File: src/rtl/sync1100_tx.sv
// sync1100_tx: serial frame transmitter.
// Each accepted word goes out as the sync word 1100, then the payload MSB
// first, an optional even-parity bit, then GAP_BITS forced-0 guard bits.
// The line x, sof and done are registered and loaded from the next-state
// values, so they line up with the state the FSM is about to enter.
// Optional feature: define SYNC1100_TX_PARITY_EN to insert the parity bit.
module sync1100_tx #(
    parameter int DATA_W   = 8,
    parameter int GAP_BITS = 2
) (
    input  logic              clk,
    input  logic              rst,
    input  logic [DATA_W-1:0] din,
    input  logic              valid,
    output logic              ready,
    output logic              x,
    output logic              sof,
    output logic              done
);

    localparam int BW = $clog2(DATA_W) + 1;
    localparam logic [BW-1:0] DATA_LAST = BW'(DATA_W - 1);
    localparam logic [3:0]    GAP_LAST  = 4'((GAP_BITS > 0) ? GAP_BITS - 1 : 0);

    localparam logic [2:0] IDLE = 3'd0;
    localparam logic [2:0] SYNC = 3'd1;
    localparam logic [2:0] DATA = 3'd2;
    localparam logic [2:0] GAP  = 3'd4;
`ifdef SYNC1100_TX_PARITY_EN
    localparam logic [2:0] PAR  = 3'd3;
    localparam logic [2:0] AFTER_DATA = PAR;
    localparam logic [2:0] AFTER_PAR  = (GAP_BITS > 0) ? GAP : IDLE;
`else
    localparam logic [2:0] AFTER_DATA = (GAP_BITS > 0) ? GAP : IDLE;
`endif

    logic [2:0]        state, state_n;
    logic [1:0]        scnt, scnt_n;
    logic [BW-1:0]     bcnt, bcnt_n;
    logic [3:0]        gcnt, gcnt_n;
    logic [DATA_W-1:0] shreg, shreg_n;
`ifdef SYNC1100_TX_PARITY_EN
    logic              par, par_n;
`endif
    logic              x_n, sof_n, done_n;

    // Requests are only taken while idle; valid is otherwise ignored.
    assign ready = (state == IDLE);

    // State, counter and payload registers.
    always_ff @(posedge clk or posedge rst) begin
        if (rst) begin
            state <= IDLE;
            scnt  <= '0;
            bcnt  <= '0;
            gcnt  <= '0;
            shreg <= '0;
`ifdef SYNC1100_TX_PARITY_EN
            par   <= 1'b0;
`endif
        end else begin
            state <= state_n;
            scnt  <= scnt_n;
            bcnt  <= bcnt_n;
            gcnt  <= gcnt_n;
            shreg <= shreg_n;
`ifdef SYNC1100_TX_PARITY_EN
            par   <= par_n;
`endif
        end
    end

    // Next-state and counter sequencing; unused encodings fall back to IDLE.
    always_comb begin
        state_n = state;
        scnt_n  = scnt;
        bcnt_n  = bcnt;
        gcnt_n  = gcnt;
        shreg_n = shreg;
`ifdef SYNC1100_TX_PARITY_EN
        par_n   = par;
`endif
        case (state)
            IDLE: begin
                if (valid) begin
                    state_n = SYNC;
                    scnt_n  = '0;
                    bcnt_n  = '0;
                    gcnt_n  = '0;
                    shreg_n = din;
`ifdef SYNC1100_TX_PARITY_EN
                    par_n   = ^din;
`endif
                end
            end
            SYNC: begin
                scnt_n = scnt + 1'b1;
                if (scnt == 2'd3) begin
                    state_n = DATA;
                    bcnt_n  = '0;
                end
            end
            DATA: begin
                if (bcnt == DATA_LAST) begin
                    state_n = AFTER_DATA;
                    gcnt_n  = '0;
                end else begin
                    bcnt_n  = bcnt + 1'b1;
                    shreg_n = shreg << 1;
                end
            end
`ifdef SYNC1100_TX_PARITY_EN
            PAR: begin
                state_n = AFTER_PAR;
                gcnt_n  = '0;
            end
`endif
            GAP: begin
                if (gcnt == GAP_LAST) begin
                    state_n = IDLE;
                end else begin
                    gcnt_n = gcnt + 1'b1;
                end
            end
            default: state_n = IDLE;
        endcase
    end

    // Line value and strobes for the cycle the FSM is entering.
    always_comb begin
        x_n    = 1'b0;
        sof_n  = 1'b0;
        done_n = 1'b0;
        case (state_n)
            SYNC: begin
                x_n   = ~scnt_n[1];
                sof_n = (scnt_n == 2'd0);
            end
            DATA: begin
                x_n    = shreg_n[DATA_W-1];
                done_n = (AFTER_DATA == IDLE) && (bcnt_n == DATA_LAST);
            end
`ifdef SYNC1100_TX_PARITY_EN
            PAR: begin
                x_n    = par_n;
                done_n = (AFTER_PAR == IDLE);
            end
`endif
            GAP: begin
                done_n = (gcnt_n == GAP_LAST);
            end
            default: begin
                x_n    = 1'b0;
                sof_n  = 1'b0;
                done_n = 1'b0;
            end
        endcase
    end

    // Registered serial line and frame strobes.
    always_ff @(posedge clk or posedge rst) begin
        if (rst) begin
            x    <= 1'b0;
            sof  <= 1'b0;
            done <= 1'b0;
        end else begin
            x    <= x_n;
            sof  <= sof_n;
            done <= done_n;
        end
    end

endmodule

File: config.mk
export PLATFORM = sky130hd
export DESIGN_NAME = sync1100_tx
export DESIGN_NICKNAME = d
export VERILOG_FILES = /design/src/rtl/sync1100_tx.sv
export SDC_FILE = /design/constraint.sdc
export NUM_CORES = 1
export LEC_CHECK = 0
export CAP_MARGIN = 20
export CELL_PAD_IN_SITES_DETAIL_PLACEMENT = 1
export CELL_PAD_IN_SITES_GLOBAL_PLACEMENT = 1
export CORE_MARGIN = 3
export CORE_UTILIZATION = 25
export DETAILED_ROUTE_END_ITERATION = 8
export MAX_ROUTING_LAYER = met4
export PLACE_DENSITY = 0.59
export SLEW_MARGIN = 20
export SYNTH_ARGS = -nofsm -noshare
export SYNTH_HDL_FRONTEND = slang
export SYNTH_SLANG_ARGS = --single-unit
File: constraint.sdc
create_clock -name clk -period 5 [get_ports clk]
set_clock_uncertainty 0.15 [all_clocks]
set_input_delay 1 -clock clk [delete_from_list [all_inputs] [get_ports clk]]
set_output_delay 1 -clock clk [all_outputs]
set_load 0.02 [all_outputs]
==> out/metrics.csv, run 1 <==
stage,metric,value,unit
timing,fin_crit,2.94,ns
critical_path,reg2reg_from,state[2],
place,dp_hpwl,1.99,mm
die,start_util,26.5,%
critical_path,reg2reg_slack,2.90,ns
place,io_buffers,14,
yosys,synth_area,0.00129,mm²
critical_path,crit_chain,nor3_1 -> clkdlybuf4s50_1,
timing,finalSetupTns,0,ns
job,maxCapViolCount,0,
clock_network,clk_path_buf_depth,2,
grt,grt_max_degree,25,
route,wl_per_cell,14.4,µm
yosys,synth_edf_count,0,
route,wirelength,2.84,mm
grt,antenna_found_initial,0,
pwr,cellLeakagePower,0.676,nW
clock_network,post_cts_buffers,0,
critical_path,critPathBufInv,1,
clock_network,cts_buffers,3,
route,drc,0,
yosys,syn_area_per_cell,11.0,µm²
final_layout,layout-drive-gt1-share,13.8,%
clock_network,cts_tree,yes,
clock_network,cts-htree-levels,1,
clock_network,cts_resized,0,
min_path,hold_depth,2,
die,die_y,77.7,µm
route,routed-via-count,955,
final_layout,layout_common_cells,"dfrtp_1, nand2_1, clkdlybuf4s50_1",
die,die_x,77.7,µm
die,num_io_pins,15,
yosys,yosysSeqAreaShare,46.7,%
grt,grtUsageTotal,10.5,%
critical_path,max_stage_delay,0.65,ns
critical_path,start_kind,register,
route,drtIter0Drc,23,
critical_path,reg2reg_depth,4,
final_layout,nNetsFinal,146,
critical_path,reg2reg_to,done,
timing,final_hold_viol_count,0,
final_layout,final_common_cell,dfrtp_1,
route,dr.pass1.iters,4,
critical_path,worstSetupPathType,register to output pin,
yosys,synth.distinct_cells,46,
clock_network,cts.sinks,24,
yosys,syn_nets,132,
die,floorplan.rows,25,
clock_network,postCtsHoldBufs,0,
clock_network,worstSkewPairLatency,0.27,ns
timing,max_freq,340,MHz
die,dieArea,0.00604,mm²
timing,worst_pin_slew,0.940,ns
min_path,worst_hold_path_type,register to register,
yosys,synth_area_leaders,"dfrtp_1, nand2_1, ha_1",
place,gp_congestion,0.742,
critical_path,crit_fanout,14,
grt,overflow,0,
critical_path,critPathTopFamily,buffers and inverters,
timing,slew_headroom,37.3,%
timing,whs,0.343,ns
min_path,whs_endpoint,shreg[5],
clock_network,path_clk_slew,0.09,ns
final_layout,syn_to_final_growth,19.8,%
pwr,p_per_area,529,mW/mm²
route,vias_per_cell,4.85,
clock_network,root_buffer,clkbuf_8,
die,core_area,0.00485,mm²
final_layout,diodes,0,
yosys,synth.largest_area_cell,dfrtp_1,
yosys,syn_inst,117,
pwr,power,0.815,mW
critical_path,crit_required,3.85,ns
critical_path,arrival,1.79,ns
timing,rsz0062_at_grt,false,
yosys,synth_top_area_share,46.7,%
pwr,ir_drop,0.279,mV
critical_path,critical_path.slowest_cell,clkdlybuf4s50_1,
timing,final_max_slew_viol_count,0,
timing,min_period_over_period,58.8,%
yosys,yosys_warnings,0,
yosys,synth_flop_cell,dfrtp_1,
grt,grt_pass1_wl,5.04,mm
route,detail-route-antenna-nets,0,
yosys,synth_seq_cells,24,
yosys,async_reset_ff_share,100,%
timing,setup_violations,0,
grt,first_global_vias,1031,
min_path,worstHoldStart,shreg[5],
outcome,outcome,"complete, no violations",
critical_path,endpoint_kind,output pin,
## Yosys cell counts, types with 3 or more instances
library cell,number
nor3b_1,3
ha_1,4
inv_1,3
a22oi_1,6
o21ai_1,4
nor2_1,5
nand2_1,16
nor3_1,3
or3b_1,3
dfrtp_1,24
o31ai_1,3
## power by group
| part | internal [mW] | switching, mW |
|---|---|---|
| clock network | 0.107 | 0.0646 |
| logic | 0.144 | 0.174 |
| registers | 0.259 | 0.0663 |
## worst min-delay path, delay by kind of cell (launching register included)
family	cells	cell delay, ns
flip-flops	1	0.35
AND/OR/NAND/NOR	2	0.11
## final cells by class
type	instances	area (µm²)
Clock buffer	3	41.3
Clock inverter	1	30.0
Fill cell	540	3310
Inverter	3	11.3
Multi-Input combinational cell	84	627
Sequential cell	24	601
Tap cell	67	83.8
Timing Repair Buffer	15	148
## how the worst max path moves through the flow
stage	startpoint	to	cells past startpoint
after floorplan	state[2]	ready	2
after global placement	valid	x	6
after detailed placement	valid	x	6
after CTS	state[2]	ready	2
after global routing	state[2]	ready	2
final	state[2]	ready	2
## cell families after synthesis
logic type               synth area share [%]
AO/OA/AOI/OAI                            22.0
adder cells (fa/ha/maj)                  3.89
buffers and inverters                    4.57
flip-flops                               46.7
AND/OR/NAND/NOR                          22.9
## per-layer routing
layer | up-vias | part of all wire [%] | GRT usage (%)
li1 | 465 | - | -
met5 | - | 0 | -
met4 | 0 | 0.67 | 1.60
met1 | 473 | 47 | 13.2
met3 | 2 | 2.2 | 2.78
met2 | 15 | 50 | 17.3
## metrics by stage
| stage | worst slack, ns | instance area, µm² | instances | utilization (%) |
|---|---|---|---|---|
| 2_1_floorplan | 2.76 | 1290 | 117 | - |
| 3_3_place_gp | 2.21 | 1470 | 193 | 30.3 |
| 3_5_place_dp | 2.21 | 1470 | 193 | 30.3 |
| 4_1_cts | 2.04 | 1540 | 197 | 31.8 |
| 5_1_grt | 1.98 | 1540 | 197 | 31.8 |
| 6_report | 2.06 | 1540 | 197 | 31.8 |
## flip-flops by register name, indices dropped and copies added (netlist names)
signal / flops
state: 3
gcnt: 4
done: 1
bcnt: 4
sof: 1
scnt: 2
x: 1
shreg: 8
(Power assumes the default switching activity.)
==> run 2, diff against run 1 <==
--- a/config.mk
+++ b/config.mk
@@ -12,7 +12,7 @@
 export CORE_UTILIZATION = 25
 export DETAILED_ROUTE_END_ITERATION = 8
 export MAX_ROUTING_LAYER = met4
-export PLACE_DENSITY = 0.59
+export PLACE_DENSITY = 0.61
 export SLEW_MARGIN = 20
 export SYNTH_ARGS = -nofsm -noshare
 export SYNTH_HDL_FRONTEND = slang
==> constraint.sdc (replaced) <==
create_clock -name clk -period 2.4 [get_ports clk]
set_clock_uncertainty 0.15 [all_clocks]
set_input_delay 0.48 -clock clk [delete_from_list [all_inputs] [get_ports clk]]
set_output_delay 0.48 -clock clk [all_outputs]
set_load 0.02 [all_outputs]
==> run 2 against run 1 <==
  * Critical path depth up 3
  * Combinational power up 130%
  * Worst setup slack lost 1.7 ns
  * Sequential power grew 98%
  * Cell area is 2.6% higher
  * Sequential share of layout area fell by 0.99 points
  * Clock power is 110% higher
  * Worst hold slack about the same
  * Global-route usage shrank 0.061 points
  * First-iteration DRC count is 13% lower
  * Cell count grew 2.5%
  * Critical path type is now register to register
  * Highest routed layer unchanged
==> out/metrics.csv, run 2 (synthesized netlist as in run 1, its figures left out) <==
stage,metric,value,unit
timing,setup_violations,0,
timing,min_period_over_period,85.1,%
timing,worst_pin_slew,0.424,ns
pwr,seqPwrFrac,37.0,%
grt,antenna_found_initial,0,
clock_network,cts_resized,0,
pwr,power.switching,0.646,mW
min_path,worst_hold_path_type,register to register,
route,dr.pass1.iters,4,
die,dieArea,0.00604,mm²
final_layout,top_register,shreg,
final_layout,largest_reg_flops,8,
final_layout,stdcell_count,202,
grt,grt_max_degree,25,
pwr,comb_power_share,42.5,%
critical_path,arrival,2.05,ns
die,core_area,0.00485,mm²
critical_path,crit_fanout,9,
die,floorplan.rows,25,
clock_network,path_clk_slew,0.09,ns
place,dp.cells,198,
die,num_io_pins,15,
final_layout,nNetsFinal,151,
timing,fin_crit,2.04,ns
route,wl_per_cell,14.1,µm
place,gp_congestion,0.823,
grt,overflow,0,
route,drc,0,
final_layout,layout_common_cells,"dfrtp_1, nand2_1, clkdlybuf4s50_1",
clock_network,cts-htree-levels,1,
pwr,ir_drop,0.478,mV
die,start_util,26.5,%
clock_network,cts_buffers,3,
outcome,outcome,"complete, no violations",
grt,grtUsageTotal,10.4,%
place,io_buffers,14,
clock_network,postCtsHoldBufs,0,
die,die_x,77.7,µm
clock_network,root_buffer,clkbuf_8,
timing,whs,0.343,ns
clock_network,clk_path_buf_depth,2,
timing,max_freq,490,MHz
final_layout,final_common_cell,dfrtp_1,
timing,finalSetupTns,0,ns
timing,final_hold_viol_count,0,
final_layout,syn_to_final_growth,23.0,%
timing,slew_headroom,71.6,%
final_layout,layout-drive-gt1-share,17.0,%
final_layout,nFillCells,556,
pwr,clkPwrFrac,20.5,%
clock_network,worstSkewPairLatency,0.27,ns
route,wirelength,2.85,mm
critical_path,endpoint_kind,register,
critical_path,start_kind,register,
job,maxCapViolCount,0,
route,drtIter0Drc,20,
clock_network,cts_tree,yes,
grt,first_global_vias,1101,
final_layout,reg.largest.list,"shreg (8), bcnt (4), gcnt (4)",
final_layout,seqCellArea,601,µm²
route,routed-via-count,988,
pwr,p_int,1.10,mW
route,detail-route-antenna-nets,0,
clock_network,post_cts_buffers,0,
final_layout,diodes,0,
route,vias_per_cell,4.89,
final_layout,multi_input_area,627,µm²
grt,grt_pass1_wl,5.02,mm
timing,rsz0062_at_grt,false,
die,die_y,77.7,µm
pwr,p_per_area,1100,mW/mm²
place,dp_hpwl,2.16,mm
pwr,p_sw_share,37.1,%
critical_path,worstSetupPathType,register to register,
timing,final_max_slew_viol_count,0,
clock_network,cts.sinks,24,
pwr,cellLeakagePower,0.712,nW
critical_path,crit_required,2.41,ns
-- run 2: power groups by stage --
stage / logic, mW / registers [mW] / clock network (mW)
finish: 0.740 / 0.644 / 0.358
global route: 0.830 / 0.666 / 0.389
CTS: 0.755 / 0.645 / 0.371
detailed placement: 0.754 / 0.649 / 0
global placement: 0.728 / 0.642 / 0
floorplan: 0.545 / 0.632 / 0
-- run 2: worst paths after layout --
check | start | end | slack, ns | cells past startpoint
max | state[2] | done | 0.36 | 5
min | shreg[2] | shreg[2] | 0.34 | 2
max reg2reg | state[2] | done | 0.36 | 5
min reg2reg | shreg[2] | shreg[2] | 0.34 | 2
max in group asynchronous | rst | bcnt[1] | 1.46 | 3
min in group asynchronous | rst | state[1] | 0.40 | 3
-- run 2: area by class of cell --
class / count / share of cell area [%]
flip-flops and latches: 24 / 38.0
repair buffers: 20 / 11.9
multi-input cells: 84 / 39.6
clock inverters: 1 / 1.90
well taps: 67 / 5.30
inverters: 3 / 0.712
clock buffers: 3 / 2.61
-- run 2: routing by layer --
metal  vias up  global-route usage (%)  wire (µm)
met5         -                       -          0
met4         0                    1.07          9
met3         2                    2.78         83
met2        18                    18.5       1450
met1       498                    12.2       1310
li1        470                       -          -
-- run 2: worst max-delay path, cell delays in order (launching register included) --
cell and delay (ns):
dfrtp_1 0.53, buf_4 0.22, or3b_1 0.49, nor4_1 0.31
a221o_1 0.20, nor4_2 0.05
-- run 2: stage by stage --
step / utilization (%) / instance area (µm²) / power [mW] / worst slack [ns]
detailed placement: 31.1 / 1510 / 1.40 / 0.162
global route: 32.6 / 1580 / 1.88 / 0.181
floorplan: - / 1290 / 1.18 / 0.616
finish: 32.6 / 1580 / 1.74 / 0.357
CTS: 32.6 / 1580 / 1.77 / 0.00306
global placement: 31.1 / 1510 / 1.37 / 0.233
